===== config.mk =====
export PLATFORM = sky130hd
export DESIGN_NAME = blackbox_sweep
export DESIGN_NICKNAME = d
export VERILOG_FILES = /design/src/rtl/blackbox_pkg.sv /design/src/rtl/sweep_ctrl.sv /design/src/rtl/blackbox_sweep.sv
export SDC_FILE = /design/constraint.sdc
export NUM_CORES = 1
export LEC_CHECK = 0
export ABC_AREA = 1
export CORE_MARGIN = 3
export CORE_UTILIZATION = 43
export DETAILED_ROUTE_END_ITERATION = 10
export PLACE_DENSITY = 0.67
export SKIP_CTS_REPAIR_TIMING = 1
export SLEW_MARGIN = 20
export SYNTH_ARGS = -nofsm -noshare
export SYNTH_HDL_FRONTEND = slang
export SYNTH_HIERARCHICAL = 1
export SYNTH_SLANG_ARGS = --single-unit

===== constraint.sdc =====
create_clock -name clk -period 1.4 [get_ports clk]
set_input_delay 0.21 -clock clk [delete_from_list [all_inputs] [get_ports clk]]
set_output_delay 0.21 -clock clk [all_outputs]
set_load 0.05 [all_outputs]

===== src/rtl/blackbox_pkg.sv =====
// Shared definitions for the blackbox sweeper: state encoding and sweep sizes.
package blackbox_pkg;

  localparam int unsigned NUM_COMBOS = 8;
  localparam int unsigned IDX_W      = 3;
  localparam int unsigned TABLE_W    = NUM_COMBOS;

  typedef enum logic [1:0] {
    IDLE   = 2'd0,
    DRIVE  = 2'd1,
    SAMPLE = 2'd2,
    DONE   = 2'd3
  } state_t;

endpackage


===== src/rtl/sweep_ctrl.sv =====
// Sweep sequencer: walks idx through all combinations, holding each for
// SETTLE cycles (DRIVE) followed by one SAMPLE cycle.
module sweep_ctrl
  import blackbox_pkg::*;
#(
  parameter int unsigned SETTLE = 10
) (
  input  logic             clk,
  input  logic             reset,
  input  logic             start,
  output logic [IDX_W-1:0] idx,
  output logic             start_c,
  output logic             sample_c,
  output logic             last_c
);

  localparam int unsigned CW = $clog2(SETTLE + 1);

  state_t        state;
  logic [CW-1:0] cnt;

  // A start is honoured only when no sweep is in progress.
  assign start_c  = start && ((state == IDLE) || (state == DONE));
  assign sample_c = (state == SAMPLE);
  assign last_c   = (idx == IDX_W'(NUM_COMBOS - 1));

  // FSM with idx and settle counters; reset has priority over start.
  always_ff @(posedge clk) begin
    if (reset) begin
      state <= IDLE;
      idx   <= '0;
      cnt   <= '0;
    end else begin
      case (state)
        IDLE, DONE: begin
          if (start) begin
            idx   <= '0;
            cnt   <= '0;
            state <= DRIVE;
          end
        end
        DRIVE: begin
          cnt <= cnt + CW'(1);
          if (cnt == CW'(SETTLE - 1)) begin
            state <= SAMPLE;
          end
        end
        SAMPLE: begin
          cnt <= '0;
          if (last_c) begin
            state <= DONE;
          end else begin
            idx   <= idx + IDX_W'(1);
            state <= DRIVE;
          end
        end
        default: state <= IDLE;
      endcase
    end
  end

endmodule


===== src/rtl/blackbox_sweep.sv =====
// Stimulus/capture wrapper for a 3-input blackbox: sweeps (y,t,e) through all
// combinations and captures n into an 8-bit truth table.
// Optional build macro BLACKBOX_SWEEP_COMPARE_EN adds a compare against
// expected_in, reporting mismatch/pass once the sweep completes.
module blackbox_sweep
  import blackbox_pkg::*;
#(
  parameter int unsigned SETTLE = 10
) (
  input  logic               clk,
  input  logic               reset,
  input  logic               start,
  input  logic               n_in,
`ifdef BLACKBOX_SWEEP_COMPARE_EN
  input  logic [TABLE_W-1:0] expected_in,
  output logic [TABLE_W-1:0] mismatch,
  output logic               pass,
`endif
  output logic               y_out,
  output logic               t_out,
  output logic               e_out,
  output logic               busy,
  output logic               done,
  output logic [TABLE_W-1:0] table_out
);

  logic [IDX_W-1:0] idx;
  logic             start_c;
  logic             sample_c;
  logic             last_c;

  sweep_ctrl #(
    .SETTLE (SETTLE)
  ) u_ctrl (
    .clk      (clk),
    .reset    (reset),
    .start    (start),
    .idx      (idx),
    .start_c  (start_c),
    .sample_c (sample_c),
    .last_c   (last_c)
  );

  // Registered blackbox drive, status flags and truth-table capture.
  always_ff @(posedge clk) begin
    if (reset) begin
      y_out     <= 1'b0;
      t_out     <= 1'b0;
      e_out     <= 1'b0;
      busy      <= 1'b0;
      done      <= 1'b0;
      table_out <= '0;
    end else if (start_c) begin
      {e_out, y_out, t_out} <= '0;
      busy      <= 1'b1;
      done      <= 1'b0;
      table_out <= '0;
    end else if (sample_c) begin
      table_out[idx] <= n_in;
      if (last_c) begin
        busy <= 1'b0;
        done <= 1'b1;
      end else begin
        {e_out, y_out, t_out} <= idx + IDX_W'(1);
      end
    end
  end

`ifdef BLACKBOX_SWEEP_COMPARE_EN
  logic [TABLE_W-1:0] table_next_c;
  logic [TABLE_W-1:0] diff_c;

  // Table as it will look after the final capture.
  always_comb begin
    table_next_c      = table_out;
    table_next_c[idx] = n_in;
    diff_c            = table_next_c ^ expected_in;
  end

  // Compare result latched on the transition into DONE.
  always_ff @(posedge clk) begin
    if (reset) begin
      mismatch <= '0;
      pass     <= 1'b0;
    end else if (sample_c && last_c) begin
      mismatch <= diff_c;
      pass     <= (diff_c == '0);
    end
  end
`endif

endmodule


==> run metrics <==
status completed; Final Routed Wirelength 2250 microns; Bufs on Longest Clock Path 2; # port buffers 16; Setup violations, final 0; global-route wire length before repair 3830 microns; TritonCTS clock tree built; final period utilization 90.9%; IR drop worst, VDD 1.21 mV; leakage 0.700 nW; class of the worst hold path reg2reg; die footprint 0.00325 sq mm; final core area utilization 65.8%; antenna violations before repair 0; worst setup margin 0.127 ns; critical path class reg2reg; reg2reg setup slack 0.13 ns; row cnt 17; CTS root buf clkbuf_4; total power 0.00268 W; Antenna Violating Nets Remaining 0; Final nets 198; Hold Path End table_out[7]$_SDFFE_PP0P_; Max-Slew Margin vs Limit 83.5%; vias in the first global route 917; Register-to-Register Path Depth 8; Seq pwr share 32.1%; Net Count, Synth 173; Setup TNS 0 ns; post-synthesis sequential area ratio 39.3%; Worst-Margin Slew 0.247 ns; Logic pwr share 55.0%; reg2reg start u_ctrl/state[0]$_SDFFE_PP0P_; chip width 57.0 microns; fill count 200; Final Max Slew Viols 0; global route overflow 0; most used cell, CP inv_1; worst hold stages 2; register clock-pin slew on the reported worst setup and hold paths 0.12 ns; Iter 0 DRT Violations 14; number of diodes 0; Synth Area per Inst 6.96 sq um; Critical Path RT 1.62 ns; Via density 4.82; Post-Syn Area 0.00112 sq mm; RSZ-0062 raised after global routing false; Place WS -0.0196 ns; routed via count 1027; slowest CP cell dfxtp_2; share of cells above drive strength 1 20.0%; pin count of the biggest net entering global routing 15; fmax 0.785 GHz; total CTS buffers 3; final setup skew 0.00400 ns; Cell Chain, Critical Path inv_1 > ha_4 > nand2_1 > inv_1 > nor2_4 > buf_4 > o21ai_1 > inv_1; most frequent cells in the layout 33 x nand2_1, 28 x nor2_1, 21 x inv_1, 21 x dfxtp_1, 13 x buf_12; Synth Instances 161; Area growth syn-to-layout 37.5%; dpl hpwl 1650 microns; I/O pin total 17; 1st-pass router iterations 4; Worst R2R End done$_SDFFE_PP0P_; min-delay src table_out[7]$_SDFFE_PP0P_; CTS H-tree depth 1; PwrDens 1740 mW/mm^2; GP Congestion 0.781; Die Ht 57.0 microns; Worst setup EP type flop; Starting Density 47.9%; slowest stage delay, CP 0.35 ns; Arr. time, crit path 1.49 ns; wire per inst 10.6 microns; final hold violation count 0; Internal Power 0.00152 W; commonest non-fill, non-tap cell in the layout nand2_1; latest clock arrival within the worst-skew pair 0.30 ns; Core ar. 0.00234 sq mm; #FFs+latches synth 22; crit start category flop; Yosys cell types 20; # DRC 0; CTS sink cnt 22; minimum clock period 1.27 ns; Psw 0.00117 W; total track usage 14.4%; Sw Share 43.4%; Ys Warns 6; Max-cap violations 0; Clock power frac 12.9%; worst-path fanout max 6
-- power by group through the flow --
| stage | sequential [W] | combinational (W) | clock (W) |
|---|---|---|---|
| global placement | 0.000864 | 0.00132 | 0 |
| floorplan | 0.000991 | 0.000850 | 0 |
| CTS | 0.000855 | 0.00135 | 0.000364 |
| detailed placement | 0.000869 | 0.00135 | 0 |
| finish | 0.000863 | 0.00148 | 0.000347 |
| global route | 0.000884 | 0.00165 | 0.000403 |
-- cells by family (layout without fill, tap and decap cells) --
group,after synthesis,after routing,share of synthesized area (%)
xor+xnor,2,2,1.56
compound gates,18,18,8.38
fa+ha+maj,8,8,8.94
simple gates,83,83,31.4
buf+inv,28,52,10.4
flops,22,22,39.3
-- flip-flops by register name, indices dropped and copies added, names as in the netlist --
signal / count
y_out: 1
e_out: 1
table_out: 8
u_ctrl/cnt: 4
u_ctrl/idx: 3
busy: 1
t_out: 1
done: 1
u_ctrl/state: 2
-- synth_stat cells --
cell | instances | share of area, %
nor2_4 | 1 | 1.0
buf_6 | 1 | 1.0
nor2_2 | 2 | 1.1
xnor2_1 | 1 | 0.78
inv_1 | 21 | 7.0
o21ai_2 | 1 | 0.78
a21oi_1 | 12 | 5.4
ha_1 | 8 | 8.9
nand4_1 | 3 | 1.7
nand2_1 | 34 | 11
dfxtp_1 | 22 | 39
nor2_1 | 29 | 9.7
o21ai_0 | 4 | 1.8
buf_4 | 1 | 0.67
nand2_2 | 2 | 1.1
clkinv_1 | 1 | 0.33
xor2_1 | 1 | 0.78
o21ai_1 | 1 | 0.45
inv_2 | 4 | 1.3
nand3_1 | 12 | 5.4
-- final cells by class --
cell class / instances / area [sq um] / share of cell area, %
clock buffer: 4 / 36.3 / 2.36
inverter: 26 / 97.6 / 6.34
timing repair buffer: 22 / 339 / 22.0
sequential: 22 / 442 / 28.7
multi-input combinational: 111 / 591 / 38.3
tap: 28 / 35.0 / 2.27
-- critical path, delay by kind of cell (launching register included) --
family | cells | cell delay (ns)
compound gates | 1 | 0.08
fa+ha+maj | 1 | 0.28
buf+inv | 4 | 0.38
flops | 1 | 0.35
simple gates | 2 | 0.10
-- per-layer routing --
metal	track usage [%]	part of all wire (%)	up-vias
li1	-	-	548
met1	18.1	49	457
met5	0	0	-
met2	24.1	46	20
met4	2.98	0.62	0
met3	4.75	4.3	2
-- stage by stage --
step,instances,hold WS (ns),cell area (sq um)
6_report,213,0.528,1540
3_3_place_gp,208,0.502,1460
5_1_grt,213,0.555,1540
3_5_place_dp,208,0.514,1460
2_1_floorplan,161,0.279,1120
4_1_cts,212,0.532,1500
-- how the worst max path moves through the flow --
stage | from | endpoint | slack (ns) | cells past startpoint
global placement | start | u_ctrl/cnt[3]$_SDFFE_PP0P_ | 0.04 | 6
CTS | u_ctrl/state[0]$_SDFFE_PP0P_ | y_out$_SDFFE_PP0P_ | -0.01 | 8
global route | u_ctrl/idx[0]$_SDFFE_PP0P_ | u_ctrl/idx[1]$_SDFFE_PP0P_ | 0.01 | 7
floorplan | u_ctrl/state[0]$_SDFFE_PP0P_ | table_out[0]$_SDFFE_PP0P_ | 0.11 | 8
detailed placement | start | u_ctrl/cnt[3]$_SDFFE_PP0P_ | -0.02 | 6
finish | u_ctrl/state[0]$_SDFFE_PP0P_ | done$_SDFFE_PP0P_ | 0.13 | 8
Note: power is estimated with default switching activity, not from simulation.
